**src/rtl/out_serializer_if.sv**
```systemverilog
// out_serializer_if: upstream word bus, byte consumer handshake and status lines of the serializer.
interface out_serializer_if;
  logic [15:0] din;
  logic        din_ready;
  logic [7:0]  byte_out;
  logic        byte_valid;
  logic        byte_ack;
  logic        fifo_full;
  logic        overflow;
  logic [11:0] word_cnt;
  modport master (
    output din, din_ready, byte_ack,
    input  byte_out, byte_valid, fifo_full, overflow, word_cnt
  );
  modport slave (
    input  din, din_ready, byte_ack,
    output byte_out, byte_valid, fifo_full, overflow, word_cnt
  );
endinterface

```
**src/rtl/out_serializer.sv**
```systemverilog
// out_serializer: buffers 16-bit result words in a FIFO and emits them high byte first over a valid/ack byte port.
module out_serializer #(
  parameter int DEPTH = 8
) (
  input logic clock,
  input logic reset,
  out_serializer_if.slave bus
);
  localparam int AW = $clog2(DEPTH);
  localparam logic [AW:0] FULL_CNT = (AW+1)'(DEPTH);
  typedef enum logic [1:0] {IDLE, HI, LO} state_t;
  state_t      r_state;
  logic [15:0] r_mem [DEPTH];
  logic [AW-1:0] r_wr_ptr, r_rd_ptr;
  logic [AW:0] r_count;
  logic [7:0]  r_shadow_lo, r_byte;
  logic        r_valid, r_full, r_ovf;
  logic [11:0] r_wc;
  logic        w_empty, w_full, w_load, w_write, w_drop;
  logic [AW:0] w_count_nxt;
  logic [15:0] w_head;
  assign w_empty = r_count == '0;
  assign w_full = r_count == FULL_CNT;
  assign w_head = r_mem[r_rd_ptr];
  // a load frees a slot on the same edge, so a full FIFO can still take a word then
  assign w_load = !w_empty && (r_state == IDLE || (r_state == LO && bus.byte_ack));
  assign w_write = bus.din_ready && (!w_full || w_load);
  assign w_drop = bus.din_ready && !w_write;
  assign w_count_nxt = r_count + {{AW{1'b0}}, w_write} - {{AW{1'b0}}, w_load};
  always_ff @(posedge clock)
    if (w_write) r_mem[r_wr_ptr] <= bus.din;
  always_ff @(posedge clock or posedge reset)
    if (reset) begin
      r_state <= IDLE;
      r_wr_ptr <= '0;
      r_rd_ptr <= '0;
      r_count <= '0;
      r_shadow_lo <= 8'h00;
      r_byte <= 8'h00;
      r_valid <= 1'b0;
      r_full <= 1'b0;
      r_ovf <= 1'b0;
      r_wc <= 12'd0;
    end else begin
      if (w_write) r_wr_ptr <= r_wr_ptr + 1'b1;
      if (w_load) r_rd_ptr <= r_rd_ptr + 1'b1;
      r_count <= w_count_nxt;
      r_full <= w_count_nxt == FULL_CNT;
      if (w_drop) r_ovf <= 1'b1;
      if (w_write && r_wc != 12'hFFF) r_wc <= r_wc + 12'd1;
      if (w_load) begin
        r_shadow_lo <= w_head[7:0];
        r_byte <= w_head[15:8];
        r_valid <= 1'b1;
        r_state <= HI;
      end else if (r_state == HI && bus.byte_ack) begin
        r_byte <= r_shadow_lo;
        r_state <= LO;
      end else if (r_state == LO && bus.byte_ack) begin
        r_valid <= 1'b0;
        r_state <= IDLE;
      end
    end
  assign bus.byte_out = r_byte;
  assign bus.byte_valid = r_valid;
  assign bus.fifo_full = r_full;
  assign bus.overflow = r_ovf;
  assign bus.word_cnt = r_wc;
endmodule

```
**src/flat_wrapper.sv**
```systemverilog
// flat-port wrapper written by rule: the top's interface ports become plain ports
module out_serializer_flat 
#(
  parameter int DEPTH = 8
)
  (clock, reset, bus_din, bus_din_ready, bus_byte_ack, bus_byte_out, bus_byte_valid, bus_fifo_full, bus_overflow, bus_word_cnt);
  out_serializer_if bus_i ();
  input logic clock;
  input logic reset;
  input wire logic [$bits(bus_i.din)-1:0] bus_din;
  input wire logic [$bits(bus_i.din_ready)-1:0] bus_din_ready;
  input wire logic [$bits(bus_i.byte_ack)-1:0] bus_byte_ack;
  output wire logic [$bits(bus_i.byte_out)-1:0] bus_byte_out;
  output wire logic [$bits(bus_i.byte_valid)-1:0] bus_byte_valid;
  output wire logic [$bits(bus_i.fifo_full)-1:0] bus_fifo_full;
  output wire logic [$bits(bus_i.overflow)-1:0] bus_overflow;
  output wire logic [$bits(bus_i.word_cnt)-1:0] bus_word_cnt;
  assign bus_i.din = bus_din;
  assign bus_i.din_ready = bus_din_ready;
  assign bus_i.byte_ack = bus_byte_ack;
  assign bus_byte_out = bus_i.byte_out;
  assign bus_byte_valid = bus_i.byte_valid;
  assign bus_fifo_full = bus_i.fifo_full;
  assign bus_overflow = bus_i.overflow;
  assign bus_word_cnt = bus_i.word_cnt;
  out_serializer #(.DEPTH(DEPTH)) u_core (.clock(clock), .reset(reset), .bus(bus_i));
endmodule
```
**config.mk**
```make
export PLATFORM = sky130hd
export DESIGN_NAME = out_serializer_flat
export DESIGN_NICKNAME = d
export VERILOG_FILES = /design/src/rtl/out_serializer_if.sv /design/src/rtl/out_serializer.sv /design/src/flat_wrapper.sv
export SDC_FILE = /design/constraint.sdc
export NUM_CORES = 1
export LEC_CHECK = 0
export CORE_MARGIN = 10
export CORE_UTILIZATION = 53
export CTS_CLUSTER_SIZE = 40
export DETAILED_ROUTE_END_ITERATION = 6
export GPL_ROUTABILITY_DRIVEN = 0
export PLACE_DENSITY = 0.79
export SYNTH_ARGS = -nofsm -noshare
export SYNTH_HDL_FRONTEND = slang
export SYNTH_SLANG_ARGS = --single-unit
```
**constraint.sdc**
```tcl
create_clock -name clock -period 3.3 [get_ports clock]
set_input_delay 0.33 -clock clock [delete_from_list [all_inputs] [get_ports clock]]
set_output_delay 0.33 -clock clock [all_outputs]
set_load 0.03 [all_outputs]
```
Word level (Yosys, flattened, before mapping)
Memory sizes are Yosys's and may differ from the RTL's.
Cells that the tools add are included.

cells by class
  add/sub/neg operators = 5
  equality and inequality tests = 6
  reduce and logical (&&, ||, !) cells = 17
  mux-type cells = 10

operators by type and width
  operator                                               count
  2-to-1 mux 8 bit                                       2
  adder 12 x 1 -> 12 bit, second input constant          1
  inequality test 12 bit, second input constant          1
  == test 4 bit, second input constant                   2
  adder 3 x 1 -> 3 bit, second input constant            2
  logical AND 1 bit                                      6
  2-to-1 mux 2 bit                                       3
  2-to-1 mux 1 bit                                       5
  adder 4 x 1 -> 4 bit                                   1
  logical NOT 4 bit                                      1
  nonzero test 2 bit                                     2
  subtractor 4 x 1 -> 4 bit                              1
  logical NOT 1 bit                                      3
  nonzero test 3 bit                                     1
  == test 2 x 1 -> 1 bit, second input constant          1
  == test 2 bit, second input constant                   1
  logical NOT 2 bit                                      1
  logical OR 1 bit                                       2
  inequality test 2 x 1 -> 1 bit, second input constant  1
  AND reduction 2 bit                                    1

storage, ports and cells
  register bits after elaboration = 43
  memories kept = 1
  input port bits = 20
  bits in writable memories = 128

memories
  name          depth  bits a word  rd ports  clocked after Yosys merged registers in  wr ports  line                  source
  u_core.r_mem  8      16           1         0                                        1         out_serializer.sv:13  logic [15:0] r_mem [DEPTH];

Depth between registers and ports, before layout
Gate-level depths: netlist of the first run.

  depth in word-level cells = 9
  depth in mapped cells = 10
  depth with buffers taken out = 10

Worst setup path after synthesis of the first run
No wires, ideal clock.

  kind = flip-flop to flip-flop
  from = register u_core.r_count[2]
  to = memory u_core.r_mem[1][0], enable pin
  period minus slack after synthesis = 3.357 ns
  stages on the path, launching flop included = 6
  data arrival time = 2.921 ns
  path slack = -0.057 ns
  data required time = 2.864 ns
  cells stage by stage = dfrtp_1 -> inv_1 -> ha_1 -> o311a_4 -> nand2b_4 -> nor4b_1

on the way
  cells in the longest elaborated chain, start to end = 7

RTL lines
  element                                     line                  source
  start, declared                             out_serializer.sv:15  logic [AW:0] r_count;
  start signal, assigned                      out_serializer.sv:47  r_count <= w_count_nxt;
  logical NOT 4 bit                           out_serializer.sv:22  assign w_empty = r_count == '0;
  logical NOT 1 bit                           out_serializer.sv:26  assign w_load = !w_empty && (r_state == IDLE || (r_state == LO && bus.byte_ack));
  logical AND 1 bit                           out_serializer.sv:26
  logical OR 1 bit (*)                        out_serializer.sv:27  assign w_write = bus.din_ready && (!w_full || w_load);
  logical AND 1 bit (*)                       out_serializer.sv:27
  2-to-1 mux 1 bit (*)                        out_serializer.sv:31  if (w_write) r_mem[r_wr_ptr] <= bus.din;
  2-to-1 mux 1 bit (not written as such) (*)  out_serializer.sv:31
  end, declared                               out_serializer.sv:13

Mark *: on every way between the ends. The rest lies on a longest branch, timed or not.

Worst setup path after layout of the first run
  from = register u_core.r_count[2]
  to = register u_core.r_full (netlist: u_core.bus.fifo_full)

on the way
  cells in the longest elaborated chain, start to end = 8

RTL lines
  element                        line                  source
  logical NOT 4 bit              out_serializer.sv:22
  logical NOT 1 bit              out_serializer.sv:26
  logical AND 1 bit              out_serializer.sv:26
  logical OR 1 bit (*)           out_serializer.sv:27
  logical AND 1 bit (*)          out_serializer.sv:27
  via u_core.w_write             out_serializer.sv:19  logic w_empty, w_full, w_load, w_write, w_drop;
  adder 4 x 1 -> 4 bit (*)       out_serializer.sv:29  assign w_count_nxt = r_count + {{AW{1'b0}}, w_write} - {{AW{1'b0}}, w_load};
  subtractor 4 x 1 -> 4 bit (*)  out_serializer.sv:29
  via u_core.w_count_nxt[1]      out_serializer.sv:20  logic [AW:0] w_count_nxt;
  == test 4 bit (*)              out_serializer.sv:48  r_full <= w_count_nxt == FULL_CNT;
  end signal, assigned           out_serializer.sv:41  r_full <= 1'b0;
  end signal, assigned           out_serializer.sv:48
  end, declared                  out_serializer.sv:17  logic r_valid, r_full, r_ovf;

The timed path passes the listed nets; every way through them passes the cells marked *.
A chain may end at the register's enable or synchronous reset.

==> metrics.md, run 1 <==
| Metric | Value |
|---|---|
| Outcome | finished, final reports clean |
| FF-to-FF path depth | 10 |
| P_leak | 2.89 nW |
| TritonCTS buffer count | 17 |
| Placed Cells | 580 |
| Port Buffer Count | 42 |
| Starting density of the core | 0.539 |
| Reg2Reg Setup Slack | 750 ps |
| Most frequent cells in the layout | 128 x edfxtp_1, 43 x dfrtp_1, 42 x clkdlybuf4s50_1 |
| #FFs+latches synth | 171 |
| Register area | between 0.004 and 0.005 sq mm |
| WP data arrival | 2840 ps |
| FP Rows | between 40 and 50 |
| Filler instances | 891 |
| Die ar. | 0.0178 sq mm |
| Post-CTS sizing | 0 |
| Syn nets | around 400 |
| DR WL met3 | 731 um |
| 1st-pass router iterations | 4 |
| Met1 WL | approximately 5200 um |
| Boundary pin count | 43 |
| Core ar. | 0.0126 sq mm |
| Setup bufs post-CTS | 0 |
| Synthesis-to-finish area growth | 18.8% |
| Finished layout cell area | 0.00808 sq mm |
| Final Non-Filler Cells | 612 |
| Synth area leader | edfxtp_1 |
| Routed length on met2 | 6120 um |
| Crit share post-route | 0.772 |
| Post-synth top area share | 0.565 |
| CP max FO | 6 |
| Global route overflow | 0 |
| CP startpoint kind | flip-flop |
| CTS Hold Bufs | 0 |
| Vias in the first global route | 3627 |
| Critical Path End Type | flip-flop |
| Layout cells sized above 1 | 0.220 |
| Total wire length after detailed routing | 12200 um |
| Pin count of the biggest net entering global routing | between 40 and 50 |
| Worst r2r src | u_core.r_count[2] |
| Die Span X | 133 um |
| Max Slew Vio Count | 0 |
| TNS Setup | 0 ps |
| Root buffer cell | clkbuf_16 |
| First-pass GRT wire length | 20200 um |
| CTS Buffer Depth | 2 |
| Skew-Pair Late Insertion Delay | 420 ps |
| CTS clk-pin slew, worst paths | 60 ps |
| Req. time, crit path | 3590 ps |
| Final setup viols | 0 |
| DR WL/cell | 19.9 um |
| H-tree depth | 4 |
| DR iter-0 viols | 239 |
| Cell count after synthesis | 369 |
| CP Class | flip-flop to flip-flop |
| Clock tree from TritonCTS | built |
| Clock sink total | 171 |
| Max Clock Freq | around 390 MHz |
| Ys Warns | 0 |
| Final hold vios | 0 |
| Nets | roughly 460 |
| Slew @ Worst Pin | 556 ps |
| DP Worst Slack | ~420 ps |
| Worst min path class | input port to async pin |
| Post-synth EDFFs | roughly 130 |
| Pwr dens | around 900 mW/mm^2 |
| Top sig layer | met4 |
| Total track usage | 0.147 |
| DP Area | 0.00751 sq mm |
| Mapped Area | 0.00680 sq mm |
| Maximum VDD drop | 0.000555 V |
| Initial antenna violation count | 0 |
| Skew final | between 8 and 9 ps |
| Top FF cell, synth | edfxtp_1 |
| Synth top area cells | edfxtp_1 57%, dfrtp_1 16%, mux4_2 11%, mux2i_1 2.4%, nand2_1 1.9% |
| Max Cap Violations | 0 |
| Via Count | 3386 |
| Post-DP HPWL | 7720 um |
| Die span in y | 133 um |
| Diode count | 0 |
| Reg-to-reg endpoint | u_core.bus.fifo_full |
| Commonest non-fill, non-tap cell in the layout | edfxtp_1 |
| Worst slew margin | 0.628 |
| RSZ-0062 raised after global routing | no |
| Multi-input logic area | around 0.0018 sq mm |
| Register area share after synthesis | 0.723 |
| Crit path time final | 2550 ps |
| Vias/cell | 5.53 |
| Antenna viol nets, final | 0 |
| Worst setup margin | 752 ps |
| Distinct cell type count after synthesis | 40 |
| DRC errors left | 0 |
| Total power | 7.26 mW |
| Mean Syn Cell Area | 18.4 sq um |
| Ys async rst share | 0.251 |
-- cell usage after synthesis (2+ instances only) --
cell,instances
nor3_1,3
nand4_1,4
inv_1,8
mux2i_1,16
mux2_2,9
xor2_1,3
xnor2_1,14
and4_1,3
a21o_2,2
buf_2,5
nand3_1,4
nor2_1,2
clkbuf_1,9
edfxtp_1,128
ha_1,8
nand2_1,34
mux4_2,32
o21ai_0,19
nor4b_1,2
nor3b_1,2
dfrtp_1,43
-- routing by layer --
metal	global-route usage	vias up
li1	-	1541
met1	0.185	1738
met2	0.239	96
met3	0.0515	11
met4	0.0405	0
met5	0	-
-- sequential cells by signal, summed over array words and instances (netlist names) --
signal / flops
u_core.bus.word_cnt: 12
u_core.r_wr_ptr: 3
u_core.bus.overflow: 1
u_core.r_mem: 128
u_core.r_rd_ptr: 3
u_core.r_shadow_lo: 8
u_core.r_state: 2
u_core.bus.byte_out: 8
u_core.r_count: 4
u_core.bus.byte_valid: 1
u_core.bus.fifo_full: 1
-- per-stage QoR --
step           hold WS [ps]   util
3_3_place_gp            456  0.595
3_5_place_dp            464  0.595
6_report                355  0.640
2_1_floorplan           429      -
4_1_cts                 363  0.640
5_1_grt                 394  0.640
-- how the worst max path moves through the flow --
stage	start	end	slack (ps)	cells after the start
CTS	u_core.r_count[2]	u_core.bus.fifo_full	720	10
finish	u_core.r_count[2]	u_core.bus.fifo_full	750	10
detailed placement	bus_byte_ack	u_core.bus.fifo_full	420	10
global placement	bus_byte_ack	u_core.bus.fifo_full	550	10
global route	u_core.r_count[2]	u_core.bus.fifo_full	610	10
floorplan	u_core.r_count[2]	u_core.r_mem[0][0]	130	5
-- worst max-delay path, stage by stage (launching register included) --
cell and delay [ps]:
dfrtp_1 330, inv_1 70, ha_1 250, o311a_4 410, nand2b_4 200, inv_2 120, ha_1 170, inv_1 60
fa_1 470, inv_1 50, nor4b_1 310
-- logic make-up (layout without fill, tap and decap cells) --
kind of cell               count (synthesis)  after routing  share of synthesized area
buffers and inverters                     26             97                     0.0169
adders and majority gates                  9              9                     0.0177
muxes                                     57             57                      0.144
xor gates and xnor gates                  17             17                     0.0219
AOI/OAI and AO/OA                         26             26                     0.0248
DFF                                      171            171                      0.723
and+or+nand+nor                           63             63                     0.0510
-- report_power, final --
group	switching (mW)	total (mW)	internal (mW)
sequential	0.299	3.09	2.79
combinational	1.20	2.26	1.06
clock	0.768	1.91	1.14
-- layout make-up --
class	instances	share of cell area
sequential	171	0.609
clock buffer	23	0.0567
timing repair buffer	56	0.0650
inverter	9	0.00418
tap	172	0.0266
clock inverter	9	0.0142
multi-input combinational	172	0.224
(Power assumes the default switching activity.)
==> run 2, diff against run 1 <==
--- a/config.mk
+++ b/config.mk
@@ -6,11 +6,11 @@
 export NUM_CORES = 1
 export LEC_CHECK = 0
 export CORE_MARGIN = 10
-export CORE_UTILIZATION = 53
+export CORE_UTILIZATION = 59
 export CTS_CLUSTER_SIZE = 40
 export DETAILED_ROUTE_END_ITERATION = 6
 export GPL_ROUTABILITY_DRIVEN = 0
-export PLACE_DENSITY = 0.79
+export PLACE_DENSITY = 0.83
 export SYNTH_ARGS = -nofsm -noshare
 export SYNTH_HDL_FRONTEND = slang
 export SYNTH_SLANG_ARGS = --single-unit
==> constraint.sdc (replaced) <==
create_clock -name clock -period 2.4 [get_ports clock]
set_input_delay 0.24 -clock clock [delete_from_list [all_inputs] [get_ports clock]]
set_output_delay 0.24 -clock clock [all_outputs]
set_load 0.03 [all_outputs]
==> run 2 against run 1 <==
Worst setup slack lost 680 ps. Clock skew grew 4.1 ps. Largest cell class unchanged. Fmax grew 9.5%. Non-clock buffer count grew 11. Sequential cell count is the same. First-iteration DRC count grew 48%. Count of clock-buffer cells in the layout shrank 4. Sequential share of layout area shrank 1.2 points. Worst hold slack lost 80 ps. Critical endpoint unchanged. Routed wire length grew 15%. Utilization grew 8.5 points. Cell area grew 2.0%.
==> metrics.md, run 2 (synthesized netlist as in run 1, its figures left out) <==
| Metric | Value |
|---|---|
| DR WL/cell | 23.5 um (+18%) |
| Total power | 10.3 mW (+42%) |
| CTS clk-pin slew, worst paths | 60 ps (about the same) |
| CP max FO | 4 (-2) |
| Via Count | 3550 (+4.8%) |
| Max Slew Vio Count | 0 (unchanged) |
| DR iter-0 viols | 354 (+48%) |
| Req. time, crit path | 2730 ps (-860 ps) |
| CP max stage delay | 480 ps (about the same) |
| CP startpoint kind | flip-flop |
| TNS Setup | 0 ps (unchanged) |
| Critical Path End Type | flip-flop |
| Worst r2r src | u_core.r_count[2] |
| FP Rows | 39 (-4.9%) |
| Clock sink total | 171 (unchanged) |
| Crit share post-route | 0.970 (+0.197) |
| CTS Hold Bufs | 0 (unchanged) |
| Root buffer cell | clkbuf_16 |
| Setup bufs post-CTS | 0 (unchanged) |
| First-pass GRT wire length | 21700 um (+7.2%) |
| Worst Setup EP | u_core.bus.fifo_full |
| CP Cell Sequence | inv_1, ha_4, o311a_4, nand2b_4, inv_2, ha_2, inv_1, fa_1, inv_1, nor4b_2 |
| Finished Core Util | 0.725 (+0.0847) |
| CTS Buffer Depth | 2 (unchanged) |
| Initial antenna violation count | 0 (unchanged) |
| Synthesis-to-finish area growth | 21.2% |
| Worst setup path start | u_core.r_count[2] |
| WP data arrival | 2650 ps (-190 ps) |
| Die span in y | 127 um (-4.4%) |
| Reg2Reg Setup Slack | 70 ps (-680 ps) |
| Stages on the worst setup path | 10 (unchanged) |
| Max Cap Violations | 0 (unchanged) |
| Maximum VDD drop | 0.000852 V (+53%) |
| Worst min path class | input port to async pin |
| Reg with most FFs | u_core.r_mem |
| Antenna viol nets, final | 0 (unchanged) |
| CP most frequent cell | inv_1 |
| Worst setup margin | 73.1 ps (-679 ps) |
| Port Buffer Count | 42 (unchanged) |
| Global route overflow | 0 (unchanged) |
| FF-to-FF path depth | 10 (unchanged) |
| Largest register FFs | 128 (unchanged) |
| H-tree depth | 4 (unchanged) |
| Most frequent cells in the layout | 128 x edfxtp_1, 43 x dfrtp_1, 42 x clkdlybuf4s50_1 |
| 1st-pass router iterations | 4 (unchanged) |
| Boundary pin count | 43 (unchanged) |
| Placed Cells | 562 (-3.1%) |
| Diode count | 0 (unchanged) |
| Worst Path Buf+Inv | 4 (unchanged) |
| Delay-heaviest family, CP | adder cells |
| Die Span X | 127 um (-4.4%) |
| Starting density of the core | 0.598 (+0.0593) |
| DRC errors left | 0 (unchanged) |
| Vias/cell | 5.98 (+8.0%) |
| P_leak | 2.99 nW (+3.1%) |
| Worst slew margin | 0.601 (-0.0271) |
| Reg-to-reg endpoint | u_core.bus.fifo_full |
| Skew-Pair Late Insertion Delay | 430 ps (about the same) |
| Commonest non-fill, non-tap cell in the layout | edfxtp_1 |
| CP Class | flip-flop to flip-flop |
| Pin count of the biggest net entering global routing | 44 (unchanged) |
| DP Worst Slack | -210 ps (-630 ps) |
| Outcome | finished, final reports clean |
| Total wire length after detailed routing | 13900 um (+15%) |
| Slowest CP cell | fa_1 |
| Vias in the first global route | 3795 (+4.6%) |
| Nets | 467 (+2.4%) |
| Skew final | 12.6 ps (+4.07 ps) |
| Slew @ Worst Pin | 597 ps (+40.5 ps) |
| Pwr dens | 1250 mW/mm^2 (+39%) |
| Core ar. | 0.0114 sq mm (-9.9%) |
| Post-DP HPWL | 8640 um (+12%) |
| TritonCTS buffer count | 17 (unchanged) |
| Final setup viols | 0 (unchanged) |
| Die ar. | 0.0162 sq mm (-8.7%) |
| Final hold vios | 0 (unchanged) |
| Total track usage | 0.177 (+0.0296) |
| Clock tree from TritonCTS | built |
| Max Clock Freq | 430 MHz (+9.5%) |
| Layout cells sized above 1 | 0.253 (+0.0323) |
| Final Non-Filler Cells | 594 (-2.9%) |
| Crit path time final | 2330 ps (-221 ps) |
[run 2: cell count changes in the layout (fill, tap and decap cells not counted), moves of 3 or more]
cell,delta
clkinv_2,+3
buf_4,+4
buf_12,+7
clkbuf_1,-3
[run 2: tightest hold or removal path: cells and delay by family]
| family | cells | cell delay, ps |
|---|---|---|
| buf+inv | 3 | 910 |
[run 2: worst min-delay path by stage]
stage	from	endpoint	slack, ps	depth (start not counted)
after floorplan	bus_din[0]	u_core.r_mem[0][0]	340	0
after CTS	reset	u_core.r_shadow_lo[0]	280	3
after global placement	u_core.bus.overflow	u_core.bus.overflow	460	1
after detailed placement	u_core.bus.overflow	u_core.bus.overflow	460	1
final	reset	u_core.r_state[1]	280	3
after global routing	reset	u_core.r_rd_ptr[0]	310	3
[run 2: area by class of cell]
type	count	area, sq um
sequential	171	4920
clock inverter	13	118
tap	143	179
clock buffer	19	433
fill	642	3130
multi-input combinational	172	1860
inverter	9	33.8
timing repair buffer	67	696
[run 2: power breakdown]
group,internal (mW),total [mW],switching [mW]
registers,3.84,4.26,0.427
logic,1.64,3.47,1.83
clock network,1.44,2.56,1.12
[run 2: per-layer routing]
metal / wire (um) / global-route usage
met1: 5440 / 0.204
met2: 7420 / 0.302
met3: 838 / 0.0600
met4: 238 / 0.0636
met5: 0 / 0
[run 2: repair_timing]
action                     in CTS  in global routing
setup endpoints to repair       1                 49
resized for setup               1                  3
gates cloned                    0                  0
[run 2: stage by stage]
stage	hold WS [ps]	area, sq um
6_report	275	8240
5_1_grt	310	8240
4_1_cts	280	8230
3_5_place_dp	455	7670
3_3_place_gp	457	7670
2_1_floorplan	339	6860
==> run 3, diff against run 2 <==
--- a/config.mk
+++ b/config.mk
@@ -5,6 +5,7 @@
 export SDC_FILE = /design/constraint.sdc
 export NUM_CORES = 1
 export LEC_CHECK = 0
+export ABC_CLOCK_PERIOD_IN_PS = 2400
 export CORE_MARGIN = 10
 export CORE_UTILIZATION = 59
 export CTS_CLUSTER_SIZE = 40
==> results of run 3 <==
Same layout as run 2: the final DEF is identical, and so are final timing and power.
==> RTL change 1, RTL diff (settings of run 3) <==
Compare `r_count` against `FULL_CNT` with >= in place of ==.
--- a/src/rtl/out_serializer.sv
+++ b/src/rtl/out_serializer.sv
@@ -20,7 +20,7 @@
   logic [AW:0] w_count_nxt;
   logic [15:0] w_head;
   assign w_empty = r_count == '0;
-  assign w_full = r_count == FULL_CNT;
+  assign w_full = r_count >= FULL_CNT;
   assign w_head = r_mem[r_rd_ptr];
   // a load frees a slot on the same edge, so a full FIFO can still take a word then
   assign w_load = !w_empty && (r_state == IDLE || (r_state == LO && bus.byte_ack));
Function: no difference found for any inputs over 4 cycles, from zero or initial values and one cycle with reset high; that may be too few to reach the edited logic, so the function may still have changed.
==> RTL change 1 against run 3 <==
Setup slack worse by 0.0091 ns. Clock skew is 0.0062 ns lower. Critical endpoint unchanged. Final cell count is 2.5% higher. Count of clock-buffer cells in the layout is 2 higher. Synthesized area is 0.17% higher. Non-clock buffer count is 13 higher. Largest cell class unchanged. Sequential cell count stayed put. First-iteration DRC count is 3.1% lower. Total power is 1.7% higher. Synthesized cell count is 0.27% lower. Critical path type unchanged. Wire length is 4.1% lower. Design area hardly changed.
==> RTL change 1: results (changes against run 3) <==
| Metric | Value |
|---|---|
| Syn Nets | 397 (-0.25%) |
| Fin nets | 482 (+3.2%) |
| Total GRT Usage | 0.172 (-0.00507) |
| Final min period | 2.34 ns (+0.00907 ns) |
| Max VDD drop | 0.862 mV (+1.2%) |
| Worst hold slack | 0.0795 ns (-0.196 ns) |
| Sequential cell area share | 0.597 (about the same) |
| Comb_multi_in | 175 (+1.7%) |
| Synth top area cells | edfxtp_1 (56%), dfrtp_1 (16%), mux4_2 (9.9%) |
| Adder-cell area share of the yosys netlist | 0.0176 (-0.0000292) |
| Pre-CTS worst setup slack | -0.169 ns (+0.0408 ns) |
| Outcome | completed |
| # clk buffers | 21 (+2) |
| Maximum fanout along the worst path | 3 (-1) |
| Vias in the first global route | 3,828 (+0.87%) |
| Fin cells | 609 (+2.5%) |
| Buffers, non-clock | 80 (+19%) |
| Final wirelength | 13,400 um (-4.1%) |
| Top cells by count, synth | edfxtp_1 (128), dfrtp_1 (43), mux4_2 (30) |
| Vias/cell | 6.07 (+1.6%) |
| Fraction of layout cells with a size suffix above 1 | 0.240 (-0.0124) |
| Non-clock buffer share | 0.0856 (+0.00123) |
| CTS-repair resized insts | 2 (+1) |
| Synth Area in Compound Gates | 0.0283 (+0.00345) |
| Mux cell area share after synthesis | 0.134 (-0.0107) |
| Placed cells | 573 (+2.0%) |
| Worst-margin pin slew | 0.793 ns (+0.196 ns) |
| Die Width | 127 um (about the same) |
| First-pass GRT wire length | 21,200 um (-2.2%) |
| Worst EP arrival | 2.66 ns (about the same) |
| Synthesized area per cell | 18.5 um^2 (+0.44%) |
| Flops & latches, synth | 171 (unchanged) |
| Post-DP HPWL | 8520 um (-1.3%) |
| Fillers | 649 (+1.1%) |
| Clock-cell share | 0.0733 (+0.00654) |
| DR iter-0 viols | 343 (-3.1%) |
| Largest net degree at the start of global routing | 32 (-27%) |
| Sequential area share after synthesis | 0.722 (-0.00120) |
| DP Area | 0.00758 mm^2 (-1.2%) |
| Pwr per Cell Area | 1270 mW/mm^2 (+1.7%) |
| DR pass1 iterations | 5 (+1) |
| Non-clk invs | 8 (-1) |
| Xor/xnor share of the synthesized area | 0.0219 (-0.0000362) |
| Leak Pwr | 3.00 nW (+0.40%) |
| Final Skew | 0.00638 ns (-0.00620 ns) |
| Fraction of area in multi-input gates | 0.219 (-0.00756) |
-- RTL change 1: cell count changes in the layout (fill, tap and decap cells not counted), moves of 7 or more --
cell / delta
buf_12: -7
nor2_1: +13
nand2_1: -13
a221o_1: +7
o21ai_0: -8
buf_4: +20
mux2_2: -8
-- RTL change 1: path summary, 6_finish.rpt --
check | from | to | cells after the start
min in group clock | bus_din_ready | u_core.bus.overflow | 3
setup reg to reg | u_core.r_count[3] | u_core.bus.fifo_full | 10
hold reg to reg | u_core.bus.overflow | u_core.bus.overflow | 1
setup / recovery | u_core.r_count[3] | u_core.bus.fifo_full | 10
hold / removal | reset | u_core.bus.word_cnt[1] | 2
max in group asynchronous | reset | u_core.r_rd_ptr[0] | 3
-- RTL change 1: report_power, final --
group	switching (W)	internal [W]	leakage (nW)
sequential	0.000406	0.00383	1.68
clock	0.00109	0.00169	0.285
combinational	0.00179	0.00167	1.03
-- RTL change 1: critical path, cell delays in order (launching register included) --
cell and delay [ns]:
dfrtp_1 0.37, inv_1 0.06, ha_2 0.17, nor3b_4 0.16, nor3_2 0.23, nand2b_1 0.15
ha_1 0.31, a21o_1 0.20, a21oi_2 0.16, xor2_1 0.22, nor4b_2 0.23
-- RTL change 1: per-layer routing --
metal | GRT usage | share of wire | vias up
met3 | 0.0471 | 0.059 | 32
met1 | 0.212 | 0.41 | 1922
met2 | 0.277 | 0.51 | 133
li1 | - | - | 1611
met5 | 0 | 0 | -
met4 | 0.0790 | 0.025 | 0
-- RTL change 1: logic make-up (layout without fill, tap and decap cells) --
kind of cell               Yosys count  after routing
AOI/OAI and AO/OA                   25             25
muxes                               50             50
and+or+nand+nor                     74             74
xor gates and xnor gates            17             17
buffers and inverters               22            120
DFF                                171            171
adders and majority gates            9              9
==> RTL change 2, RTL diff (settings of run 3) <==
Made on the original files. `DEPTH` is set to 8 in 2 places; all go to 4.
--- a/src/rtl/out_serializer.sv
+++ b/src/rtl/out_serializer.sv
@@ -1,6 +1,6 @@
 // out_serializer: buffers 16-bit result words in a FIFO and emits them high byte first over a valid/ack byte port.
 module out_serializer #(
-  parameter int DEPTH = 8
+  parameter int DEPTH = 4
 ) (
   input logic clock,
   input logic reset,
--- a/src/flat_wrapper.sv
+++ b/src/flat_wrapper.sv
@@ -1,7 +1,7 @@
 // flat-port wrapper written by rule: the top's interface ports become plain ports
 module out_serializer_flat 
 #(
-  parameter int DEPTH = 8
+  parameter int DEPTH = 4
 )
   (clock, reset, bus_din, bus_din_ready, bus_byte_ack, bus_byte_out, bus_byte_valid, bus_fifo_full, bus_overflow, bus_word_cnt);
   out_serializer_if bus_i ();
Behaviour: not the same (Yosys sat finds a counterexample within 10 cycles, from zero or initial values and one cycle with reset high).
==> RTL change 2 against run 3 <==
Final cell count shrank 32%. Synthesized area shrank 39%. First-iteration DRC count fell by 70%. Setup slack improved by 0.20 ns. Wire length is 46% lower. Clock skew grew 0.0012 ns. Sequential cell count decreased by 67. Design area is 40% lower. Sequential power fell by 35%. Total power down 42%. Global-route usage fell by 3.4 points. Hold slack improved by 0.031 ns. Critical endpoint unchanged.
==> RTL change 2: results (changes against run 3) <==
| Metric | Value |
|---|---|
| Outcome | completed |
| Comb power | 0.00213 W (-39%) |
| Post-DP HPWL | 5110 um (-41%) |
| H-Tree Depth | 3 (-1) |
| Fraction of layout cells with a size suffix above 1 | 0.185 (-0.0677) |
| Top cells by count, synth | edfxtp_1 (64), dfrtp_1 (40), nand2_1 (20) |
| Worst EP arrival | 2.40 ns (-0.25 ns) |
| Power Clock | 0.00108 W (-58%) |
| Total GRT Usage | 0.143 (-0.0340) |
| Slowest cell on crit path | dfrtp_1 |
| Syn Nets | 275 (-31%) |
| DP Area | 0.00477 mm^2 (-38%) |
| DR WL/cell | 18.8 um (-20%) |
| Synth top area cells | edfxtp_1 (46%), dfrtp_1 (24%), mux4_2 (8.6%) |
| DR iter-0 viols | 105 (-70%) |
| Worst skew pair latency | 0.36 ns (-0.07 ns) |
| Max reg flops | 64 (-50%) |
| Asr flop ratio synth | 0.385 (+0.133) |
| Adder-cell area share of the yosys netlist | 0.0227 (+0.00507) |
| CTS buffer count | 9 (-8) |
| CTS-repair resized insts | 0 (-1) |
| Mux cell area share after synthesis | 0.135 (-0.00950) |
| Number of synthesized flops with an enable pin | 64 (-50%) |
| Vias in the first global route | 2,392 (-37%) |
| R2R depth | 8 (-2) |
| Max VDD drop | 0.927 mV (+8.9%) |
| Largest net degree at the start of global routing | 41 (-6.8%) |
| Fin nets | 330 (-29%) |
| Clk slew on worst S/H paths | 0.09 ns (+0.03 ns) |
| CTS root buffer | clkbuf_8 |
| Final Skew | 0.0137 ns (+0.00116 ns) |
| Family with the most delay on the worst path | simple AND/OR/NAND/NOR gates |
==> RTL change 2: cell types whose count changed in the layout (fill, tap and decap cells not counted), moves of 7 or more <==
cell and change:
clkbuf_16 -17, edfxtp_1 -64, buf_12 -7, and3_1 +7, mux4_2 -16, mux2i_1 -8
o21ai_0 -8, clkbuf_8 +9, nand2_1 -14
==> RTL change 2: layout make-up <==
type                    instances  area [um^2]  area share
clock buffers                  10          128      0.0257
clock inverters                 6         72.6      0.0146
inverters                       7         26.3     0.00528
multi-input cells             126         1190       0.238
flip-flops and latches        104         2920       0.588
well taps                      96          120      0.0242
repair buffers                 55          518       0.104
==> RTL change 2: path summary, 6_finish.rpt <==
path	from	end
max	u_core.r_state[1]	u_core.bus.fifo_full
min	reset	u_core.r_count[1]
max reg2reg	u_core.r_state[1]	u_core.bus.fifo_full
min reg2reg	u_core.bus.byte_valid	u_core.bus.byte_valid
max in group asynchronous	reset	u_core.r_rd_ptr[1]
min in group clock	u_core.bus.byte_valid	u_core.bus.byte_valid
==> RTL change 2: metrics by stage <==
| stage | hold WS (ns) | power, W | setup WS (ns) | std cells |
|---|---|---|---|---|
| after floorplan | 0.339 | 0.00420 | 0.261 | 248 |
| after global routing | 0.363 | 0.00634 | 0.0512 | 404 |
| after detailed placement | 0.470 | 0.00497 | -0.0303 | 388 |
| after global placement | 0.462 | 0.00487 | 0.0507 | 388 |
| final | 0.307 | 0.00598 | 0.273 | 404 |
| after CTS | 0.311 | 0.00605 | 0.253 | 404 |
==> RTL change 2: layer usage <==
metal  track usage  vias up  share of wire  wire length (um)
li1              -     1039              -                 -
met2         0.238       60           0.51              3830
met3        0.0502       12          0.057               430
met4        0.0417        0          0.013               100
met1         0.171     1118           0.42              3220
met5             0        -              0                 0
